$ cat src/rtl/pipelined_adder.sv
`default_nettype none
// +--------------------------------------------------------------------------+
// | pipelined_adder: WIDTH-bit adder, one CHUNK-bit slice per pipeline stage. |
// | Optional subtract mode: PIPELINED_ADDER_SUB_EN.   Rev 1.0                 |
// +--------------------------------------------------------------------------+
module pipelined_adder #(
  parameter int WIDTH = 32,
  parameter int CHUNK = 8
) (
  input  logic             clk,
  input  logic             rst_n,
  input  logic             in_valid,
  output logic             in_ready,
  input  logic [WIDTH-1:0] a,
  input  logic [WIDTH-1:0] b,
  input  logic             cin,
`ifdef PIPELINED_ADDER_SUB_EN
  input  logic             sub,
`endif
  output logic             out_valid,
  input  logic             out_ready,
  output logic [WIDTH-1:0] sum,
  output logic             cout,
  output logic             overflow
);

  localparam int STAGES = WIDTH / CHUNK;
  localparam int LAST   = STAGES - 1;

  if ((WIDTH % CHUNK) != 0 || STAGES < 1) begin : g_bad_width
    $error("pipelined_adder: WIDTH must be a non-zero multiple of CHUNK");
  end

  logic             advance;
  logic [WIDTH-1:0] b_eff;
  logic             cin_eff;

  logic [WIDTH-1:0] a_src  [STAGES];
  logic [WIDTH-1:0] b_src  [STAGES];
  logic [WIDTH-1:0] s_src  [STAGES];
  logic             c_src  [STAGES];
  logic             v_src  [STAGES];

  logic [WIDTH-1:0] a_q    [STAGES];
  logic [WIDTH-1:0] b_q    [STAGES];
  logic [WIDTH-1:0] s_q    [STAGES];
  logic             c_q    [STAGES];
  logic             v_q    [STAGES];

  logic [CHUNK:0]   slice  [STAGES];
  logic [WIDTH-1:0] s_next [STAGES];
  logic             ov_next;
  logic             ov_q;

`ifdef PIPELINED_ADDER_SUB_EN
  assign b_eff   = sub ? ~b : b;
  assign cin_eff = sub | cin;
`else
  assign b_eff   = b;
  assign cin_eff = cin;
`endif

  // Operands are zeroed while idle so bubbles carry zeros and inputs never leak out.
  for (genvar k = 0; k < STAGES; k++) begin : g_src
    if (k == 0) begin : g_head
      assign a_src[k] = in_valid ? a : '0;
      assign b_src[k] = in_valid ? b_eff : '0;
      assign s_src[k] = '0;
      assign c_src[k] = in_valid & cin_eff;
      assign v_src[k] = in_valid;
    end else begin : g_body
      assign a_src[k] = a_q[k-1];
      assign b_src[k] = b_q[k-1];
      assign s_src[k] = s_q[k-1];
      assign c_src[k] = c_q[k-1];
      assign v_src[k] = v_q[k-1];
    end
  end

  always_comb begin
    for (int k = 0; k < STAGES; k++) begin
      slice[k]  = {1'b0, a_src[k][k*CHUNK +: CHUNK]}
                + {1'b0, b_src[k][k*CHUNK +: CHUNK]}
                + {{CHUNK{1'b0}}, c_src[k]};
      s_next[k] = s_src[k];
      s_next[k][k*CHUNK +: CHUNK] = slice[k][CHUNK-1:0];
    end
    // Carry into the MSB is recovered from the MSB sum bit, then compared with cout.
    ov_next = a_src[LAST][WIDTH-1] ^ b_src[LAST][WIDTH-1]
            ^ s_next[LAST][WIDTH-1] ^ slice[LAST][CHUNK];
  end

  always_ff @(posedge clk or negedge rst_n) begin
    if (!rst_n) begin
      for (int k = 0; k < STAGES; k++) begin
        a_q[k] <= '0;
        b_q[k] <= '0;
        s_q[k] <= '0;
        c_q[k] <= 1'b0;
        v_q[k] <= 1'b0;
      end
      ov_q <= 1'b0;
    end else if (advance) begin
      for (int k = 0; k < STAGES; k++) begin
        a_q[k] <= a_src[k];
        b_q[k] <= b_src[k];
        s_q[k] <= s_next[k];
        c_q[k] <= slice[k][CHUNK];
        v_q[k] <= v_src[k];
      end
      ov_q <= ov_next;
    end
  end

  assign advance   = out_ready | ~out_valid;
  assign in_ready  = advance;
  assign out_valid = v_q[LAST];
  assign sum       = s_q[LAST];
  assign cout      = c_q[LAST];
  assign overflow  = ov_q;

endmodule
`default_nettype wire

$ cat config.mk
export PLATFORM = sky130hd
export DESIGN_NAME = pipelined_adder
export DESIGN_NICKNAME = d
export VERILOG_FILES = /design/src/rtl/pipelined_adder.sv
export SDC_FILE = /design/constraint.sdc
export NUM_CORES = 1
export LEC_CHECK = 0
export BUFFER_PORTS_ARGS = -buffer_cell sky130_fd_sc_hd__clkbuf_2
export CAP_MARGIN = 20
export CORE_MARGIN = 2
export CORE_UTILIZATION = 38
export DETAILED_ROUTE_END_ITERATION = 10
export PLACE_DENSITY = 0.52
export SETUP_SLACK_MARGIN = 0.05
export SYNTH_ARGS = -nofsm -noshare
export SYNTH_HDL_FRONTEND = slang
export SYNTH_SLANG_ARGS = --single-unit
$ cat constraint.sdc
create_clock -name clk -period 7.14 [get_ports clk]
set_clock_uncertainty 0.2 [all_clocks]
set_input_delay 1.071 -clock clk [delete_from_list [all_inputs] [get_ports clk]]
set_output_delay 1.071 -clock clk [all_outputs]
set_load 0.005 [all_outputs]
# Word level (Yosys, flattened, before mapping)
# Cells that the tools add are included.
# word_totals
input_bits,69
regBits,281
wordCells,35
output_inout_bits,36
# classes
muxes,2
bitwise,6
addsub,8
# op_table
op,n
32-bit 2-to-1 mux,2
8-bit by 8-bit adder with 9-bit output,4
9-bit by 1-bit adder with 9-bit output,4
1-bit XOR,3
1-bit AND,1
1-bit NOT,1
1-bit OR,1

# Logic depth before layout (Yosys ltp)
# Gate-level depths: netlist of the first run.
# depth
word_depth,4
mapped_depth,10

# Worst setup path after synthesis of the first run
# No wires, ideal clock.
# synth_path
path_type,input-to-reg
start,in in_valid
end,"reg s_q, in the netlist s_next[70]"
arrival_time_ns,2.759
setup_ns,0.128
path_stages,10
path_buffers,1
slack_ns,4.053
path_cell_list,clkbuf_1 nand2_1 fa_1 inv_1 fa_1 a21o_1 a21oi_1 o21bai_1 mux2i_1 nand3_1
# synth_via
elab_chain_cells,3
word_cells_on_any_way,5
# synth_rtl
element,line,rtl
start: declaration,12,"input logic in_valid,"
"32-bit 2-to-1 mux, on equally long branches","66, 67",
8-bit by 8-bit adder with 9-bit output,83,"+ {1'b0, b_src[k][k*CHUNK +: CHUNK]}"
9-bit by 1-bit adder with 9-bit output *,84,"+ {{CHUNK{1'b0}}, c_src[k]};"
end signal: indexed assignment,107,s_q[k] <= s_next[k];
end: declaration,46,logic [WIDTH-1:0] s_q [STAGES];
# Every way passes the cells marked *; elsewhere a longest branch is shown, timed or not.
# A chain may end at the register's enable or synchronous reset.

# Final worst setup path of the first run
# layout_path
start,in out_ready
end,out in_ready
# layout_via
elab_chain_cells,1
# layout_rtl
element,line,rtl
start: declaration,21,"input logic out_ready,"
1-bit OR,115,assign advance = out_ready | ~out_valid;
end: declaration,13,"output logic in_ready,"
# No other way between the ends.

==> results.sh, run 1 <==
export IMPL_outcome="finished, final reports clean"
export IMPL_avgViaCountPerCell=4.61
export IMPL_initial_utilization_pct=38.5
export IMPL_ys_ff_latch=185
export IMPL_period_minus_slack_ns=4.03
export IMPL_power_density_nw_per_um2=380
export IMPL_hpwl_mm=10.5
export IMPL_ys_flop_type="dfrtp_1"
export IMPL_grt_usage_pct=15.2
export IMPL_synth_top_area_share_pct=55.5
export IMPL_ys_types=35
export IMPL_grt_pass1_vias=5767
export IMPL_drc=0
export IMPL_hp_class="flop to flop"
export IMPL_crit_path_max_incr_delay_ns=0.59
export IMPL_timing_worst_setup_path_type="primary input to output port"
export IMPL_post_cts_setup_buffers=0
export IMPL_period_share_pct=56.4
export IMPL_fin_tns_setup_ns=0
export IMPL_dr_pass1_iters=4
export IMPL_holdPathEnd="v_q[1]$_DFFE_PN0P_"
export IMPL_synth_top_family_by_area="simple AND/OR/NAND/NOR gates"
export IMPL_dieHeight_um=152
export IMPL_syn_inst=933
export IMPL_drive_above_1_share_pct=14.2
export IMPL_design_area_um2=9660
export IMPL_worstRegToRegCells=7
export IMPL_yosys_area_share_simple_pct=27.3
export IMPL_numCtsBuffers=17
export IMPL_routed_wl_mm=16.9
export IMPL_die_w_um=152
export IMPL_crit_slowest_cell="buf_12"
export IMPL_wl_per_cell_um=12.9
export IMPL_cts_root_buf="clkbuf_16"
export IMPL_nNetsFinal=1117
export IMPL_synth_area_um2=8350
export IMPL_synth_area_mux_share_pct=0.360
export IMPL_yosys_top_cells_area="dfrtp_1, nand2_1, ha_1"
export IMPL_endpoint_kind="output port"
export IMPL_p_leak_nw=5.19
export IMPL_rows=54
export IMPL_gp_congestion=0.763
export IMPL_drv_slew=0
export IMPL_async_reset_ff_share_pct=100
export IMPL_core_um2=21700
export IMPL_synth_edf_count=0
export IMPL_crit_path_start_kind="primary input"
export IMPL_worstMarginPinSlew_ns=0.875
export IMPL_clkLatencyLatePin_ns=0.43
export IMPL_r2r_end="s_next[71]$_DFFE_PN0P_"
export IMPL_cts_buffer_depth=2
export IMPL_gr_total_overflow=0
export IMPL_r2r_slack_ns=4.11
export IMPL_yosys_warnings=0
export IMPL_io_buffers=104
export IMPL_worstHoldPathCells=2
export IMPL_diodes=0
export IMPL_cts_tree="yes"
export IMPL_r2r_start="out_valid$_DFFE_PN0P_"
export IMPL_ir_drop_v=0.000163
export IMPL_ys_seq_area_share_pct=55.5
export IMPL_synthXorXnorAreaFrac_pct=1.47
export IMPL_relSlewSlack_pct=41.7
export IMPL_crit_chain="clkbuf_2, nor2b_4, buf_12, inv_6, clkbuf_2"
export IMPL_path_common_cell="clkbuf_2"
export IMPL_post_cts_resized=0
export IMPL_cts_reportedPaths_clkPinSlew_ns=0.06
export IMPL_antenna_found_initial=0
export IMPL_synth_fa_ha_area_share_pct=6.12
export IMPL_maxCapViolCount=0
export IMPL_io_pins=105
export IMPL_synth_avg_cell_area_um2=8.94
export IMPL_fmax_mhz=248
export IMPL_grt_start_max_net_pins=201
export IMPL_setup_violations=0
export IMPL_cts_sinks=185
export IMPL_rsz0062_at_grt="no"
export IMPL_grt_first_pass_wirelength_mm=28.9
export IMPL_place_area_um2=9080
export IMPL_cts_hold_buf=0
export IMPL_yosys_area_top_type="dfrtp_1"
export IMPL_die_area_um2=23200
export IMPL_ant_nets=0
export IMPL_area_growth_pct=15.7
export IMPL_vias=6011
export IMPL_min_from="v_q[1]$_DFFE_PN0P_"
export IMPL_cp_arrival_ns=2.76
export IMPL_drt_initial_drc_count=338
export IMPL_cp_max_fo=200
export IMPL_ctsHtreeMaxLevel=4
export IMPL_synth_compound_area_share_pct=6.45
export IMPL_worst_ep_required_time_ns=5.87
export IMPL_p_total_mw=3.67
export IMPL_finalHoldViolCount=0
export IMPL_syn_nets=1038
## layer usage
layer	part of all wire, %	track usage [%]	vias to the layer above
li1	-	-	3178
met1	51	21.6	2749
met2	45	23.6	69
met3	2.6	3.21	15
met4	1.3	4.54	0
met5	0	0	-
## state kept, by name, indices dropped and copies added, names as in the netlist
signal,flops
out_valid,1
b_q,48
s_next,48
cout,1
c_q,3
overflow,1
a_q,48
v_q,3
sum,32
## worst max-delay path, delay by kind of cell
family	cells	cell delay, ns
buffers and inverters	4	1.44
AND/OR/NAND/NOR	1	0.12
## layout by cell type (no fill, tap or decap), types with 3 or more instances in the layout
| cell | n |
|---|---|
| nand2_1 | 433 |
| mux2i_1 | 3 |
| a21oi_1 | 25 |
| or4b_2 | 3 |
| nor3b_1 | 9 |
| o21ai_0 | 22 |
| clkinv_4 | 3 |
| nor3_1 | 10 |
| nor2_1 | 20 |
| a21o_1 | 9 |
| fa_1 | 8 |
| o21a_1 | 5 |
| nand3_1 | 54 |
| and3_1 | 3 |
| inv_1 | 8 |
| inv_6 | 4 |
| dfrtp_1 | 185 |
| buf_4 | 4 |
| clkbuf_16 | 17 |
| clkbuf_2 | 103 |
| ha_1 | 28 |
| clkinvlp_4 | 3 |
| xor2_1 | 7 |
| o21bai_1 | 6 |
| xnor2_1 | 7 |
| a211oi_1 | 7 |
| a31oi_1 | 4 |
| and2_1 | 14 |
## through the flow
stage,utilization [%],setup slack (ns),hold slack [ns],std cells
after global placement,41.9,3.09,0.247,1273
after detailed placement,41.9,3.07,0.252,1273
after floorplan,-,4.05,0.230,933
after CTS,44.5,3.07,0.268,1305
after global routing,44.5,2.93,0.283,1305
final,44.5,3.11,0.261,1305
## power by group
part | leakage, nW | total (mW) | switching, mW | internal, mW
Combinational | 2.57 | 1.10 | 0.656 | 0.447
Clock | 0.274 | 0.933 | 0.414 | 0.520
Sequential | 2.35 | 1.64 | 0.206 | 1.43
## cell type report
| cell class | instances | area [um2] |
|---|---|---|
| clock buffers | 19 | 433 |
| clock inverters | 13 | 145 |
| fillers | 2195 | 12000 |
| inverters | 9 | 38.8 |
| multi-input cells | 690 | 3480 |
| flip-flops and latches | 185 | 4630 |
| well taps | 280 | 350 |
| repair buffers | 109 | 579 |
## cell families (layout without fill, tap and decap cells)
family / after synthesis / count (layout)
buffers and inverters: 58 / 150
muxes: 3 / 3
xor gates and xnor gates: 14 / 14
adders and majority gates: 36 / 36
AOI/OAI and AO/OA: 85 / 85
and+or+nand+nor: 552 / 552
DFF: 185 / 185
## Yosys cell counts (2+ instances only)
master,instances
o31ai_1,2
clkbuf_1,30
dfrtp_1,185
a21oi_1,25
xor2_1,7
and2_1,14
and3_1,3
inv_1,8
a21o_1,9
nand3_1,54
o31a_1,2
nor3b_1,9
o21bai_1,6
mux2i_1,3
ha_1,28
nor2b_1,2
nor3_1,10
nor4b_1,2
a31oi_1,4
o21ai_0,22
buf_2,18
or4b_2,3
nor2_1,20
fa_1,8
xnor2_1,7
nand2_1,433
o21a_1,5
a211oi_1,7
## worst max path at each step
stage | startpoint | end | cells past startpoint
after floorplan | in_valid | s_next[70]$_DFFE_PN0P_ | 10
after global placement | out_ready | in_ready | 5
after detailed placement | out_ready | in_ready | 5
after CTS | out_ready | in_ready | 5
after global routing | out_ready | in_ready | 5
final | out_ready | in_ready | 5
No activity file was read; power rests on OpenSTA's default activity.
==> run 2, diff against run 1 <==
--- a/config.mk
+++ b/config.mk
@@ -5,12 +5,13 @@
 export SDC_FILE = /design/constraint.sdc
 export NUM_CORES = 1
 export LEC_CHECK = 0
+export ABC_AREA = 1
 export BUFFER_PORTS_ARGS = -buffer_cell sky130_fd_sc_hd__clkbuf_2
 export CAP_MARGIN = 20
 export CORE_MARGIN = 2
 export CORE_UTILIZATION = 38
 export DETAILED_ROUTE_END_ITERATION = 10
-export PLACE_DENSITY = 0.52
+export PLACE_DENSITY = 0.54
 export SETUP_SLACK_MARGIN = 0.05
 export SYNTH_ARGS = -nofsm -noshare
 export SYNTH_HDL_FRONTEND = slang
==> constraint.sdc (replaced) <==
create_clock -name clk -period 3.6 [get_ports clk]
set_clock_uncertainty 0.2 [all_clocks]
set_input_delay 0.54 -clock clk [delete_from_list [all_inputs] [get_ports clk]]
set_output_delay 0.54 -clock clk [all_outputs]
set_load 0.005 [all_outputs]
==> results.sh, run 2 <==
export IMPL_diodes=0
export IMPL_grt_pass1_vias=6012
export IMPL_maxCapViolCount=0
export IMPL_r2r_start="a_q[80]$_DFFE_PN0P_"
export IMPL_crit_path_start_kind="flop"
export IMPL_seqCellArea_um2=4630
export IMPL_cts_reportedPaths_clkPinSlew_ns=0.07
export IMPL_worstRegToRegCells=10
export IMPL_crit_path_max_incr_delay_ns=0.38
export IMPL_fmax_mhz=445
export IMPL_die_area_um2=23500
export IMPL_synth_edf_count=0
export IMPL_gr_total_overflow=0
export IMPL_period_minus_slack_ns=2.25
export IMPL_cp_arrival_ns=1.51
export IMPL_wl_per_cell_um=12.4
export IMPL_core_um2=21900
export IMPL_hpwl_mm=11.1
export IMPL_ys_seq_area_share_pct=54.6
export IMPL_period_share_pct=62.4
export IMPL_drc=0
export IMPL_p_leak_nw=5.14
export IMPL_io_buffers=104
export IMPL_synthTopCellsByCount="nand2_1, dfrtp_1, o21ai_0"
export IMPL_vias=6129
export IMPL_drive_above_1_share_pct=13.5
export IMPL_cp_max_fo=48
export IMPL_dieHeight_um=153
export IMPL_worstMarginPinSlew_ns=0.917
export IMPL_crit_chain="inv_1, nor2_4, inv_4, clkbuf_2"
export IMPL_ys_ff_latch=185
export IMPL_io_pins=105
export IMPL_final_cell_count_no_fill=1358
export IMPL_async_reset_ff_share_pct=100
export IMPL_yosys_warnings=0
export IMPL_drt_initial_drc_count=423
export IMPL_syn_inst=981
export IMPL_dp_cells=1325
export IMPL_synth_avg_cell_area_um2=8.64
export IMPL_pre_cts_slack_ns=1.02
export IMPL_crit_slowest_cell="dfrtp_1"
export IMPL_finalHoldViolCount=0
export IMPL_ys_types=24
export IMPL_hp_class="primary input to flop"
export IMPL_power_density_nw_per_um2=732
export IMPL_outcome="finished, final reports clean"
export IMPL_worstHoldPathCells=3
export IMPL_gp_congestion=0.768
export IMPL_clkLatencyLatePin_ns=0.43
export IMPL_area_growth_pct=14.9
export IMPL_numCtsBuffers=17
export IMPL_cts_root_buf="clkbuf_16"
export IMPL_relSlewSlack_pct=38.8
export IMPL_ys_flop_type="dfrtp_1"
export IMPL_place_area_um2=9140
export IMPL_avgViaCountPerCell=4.51
export IMPL_fin_hold_ws_ns=0.143
export IMPL_die_w_um=153
export IMPL_dr_pass1_iters=4
export IMPL_initial_utilization_pct=38.7
export IMPL_rsz0062_at_grt="no"
export IMPL_min_from="a[15]"
export IMPL_post_cts_setup_buffers=0
export IMPL_grt_first_pass_wirelength_mm=29.4
export IMPL_synth_most_common_cell="nand2_1"
export IMPL_timing_worst_setup_path_type="flop to output port"
export IMPL_r2r_slack_ns=1.45
export IMPL_p_total_mw=7.13
export IMPL_drv_slew=0
export IMPL_ant_nets=0
export IMPL_yosys_area_top_type="dfrtp_1"
export IMPL_yosys_top_cells_area="dfrtp_1, nand2_1, o21ai_0"
export IMPL_multi_input_area_um2=3160
export IMPL_cts_buffer_depth=2
export IMPL_routed_wl_mm=16.9
export IMPL_post_route_util_pct=44.5
export IMPL_worst_ep_required_time_ns=2.86
export IMPL_cts_sinks=185
export IMPL_antenna_found_initial=0
export IMPL_fin_tns_setup_ns=0
export IMPL_nFillCells=2244
export IMPL_design_area_um2=9740
export IMPL_grt_usage_pct=15.3
export IMPL_r2r_end="c_q[1]$_DFFE_PN0P_"
export IMPL_final_common_cell="nand2_1"
export IMPL_final_cell_mix="nand2_1, dfrtp_1, o21ai_0, clkbuf_2, inv_1"
export IMPL_synth_area_um2=8480
export IMPL_ir_drop_v=0.000450
export IMPL_holdPathEnd="a_q[111]$_DFFE_PN0P_"
export IMPL_grt_start_max_net_pins=236
export IMPL_endpoint_kind="output port"
export IMPL_layout_setup_ws_ns=1.35
export IMPL_ctsHtreeMaxLevel=4
export IMPL_syn_nets=1086
export IMPL_setup_violations=0
export IMPL_nNetsFinal=1170
export IMPL_cts_tree="yes"
export IMPL_synth_top_area_share_pct=54.6
export IMPL_rows=54
run 2: changes by cell type in the layout (fill, tap and decap cells not counted), sizes merged, moves of 11 or more:
cell / change
and2: -13
inv: +94
nand3: -19
o21ai: +124
nand2: -61
nand3b: +11
run 2: worst max-delay path by stage:
| stage | startpoint | to | slack (ns) | depth (start not counted) |
|---|---|---|---|---|
| detailed placement | in_valid | s_next[70]$_DFFE_PN0P_ | 1.02 | 12 |
| floorplan | in_valid | s_next[70]$_DFFE_PN0P_ | 1.13 | 13 |
| finish | out_valid$_DFFE_PN0P_ | in_ready | 1.35 | 4 |
| CTS | out_valid$_DFFE_PN0P_ | in_ready | 1.30 | 4 |
| global placement | in_valid | s_next[70]$_DFFE_PN0P_ | 1.09 | 12 |
| global route | out_valid$_DFFE_PN0P_ | in_ready | 1.21 | 4 |
run 2: cell families after synthesis:
group / synth area share, %
fa+ha+maj: 6.02
buf+inv: 8.12
compound gates: 9.85
flops: 54.6
xor+xnor: 0.827
simple gates: 20.6
run 2: area by class of cell:
class / instances / area share [%]
well taps: 280 / 3.60
clock buffers: 17 / 4.37
repair buffers: 112 / 6.46
multi-input cells: 650 / 32.5
flip-flops and latches: 185 / 47.5
clock inverters: 15 / 1.68
inverters: 99 / 3.84
run 2: critical path: cells and delay by family, from the launching register on:
family | cells | cell delay [ns]
AND/OR/NAND/NOR | 1 | 0.05
flip-flops | 1 | 0.38
buffers and inverters | 3 | 0.64
run 2: repair_timing:
item                                    4_1_cts  5_1_grt
endpoints found under the setup margin        0        0
endpoints found under the hold margin        47        0
gates resized for setup                       0        0
hold buffers                                  1        0
run 2: where the power goes:
part / internal [mW] / switching [mW] / leakage (nW)
Clock: 1.04 / 0.848 / 0.296
Combinational: 0.796 / 1.28 / 2.48
Sequential: 2.81 / 0.357 / 2.37
Total: 4.65 / 2.48 / 5.14
run 2: metal layers:
layer  wire [um]  vias up  GRT usage (%)
li1            -     3250              -
met1        8880     2767           22.1
met2        7210       96           23.0
met3         595       16           3.60
met4         192        0           4.33
met5           0        -              0
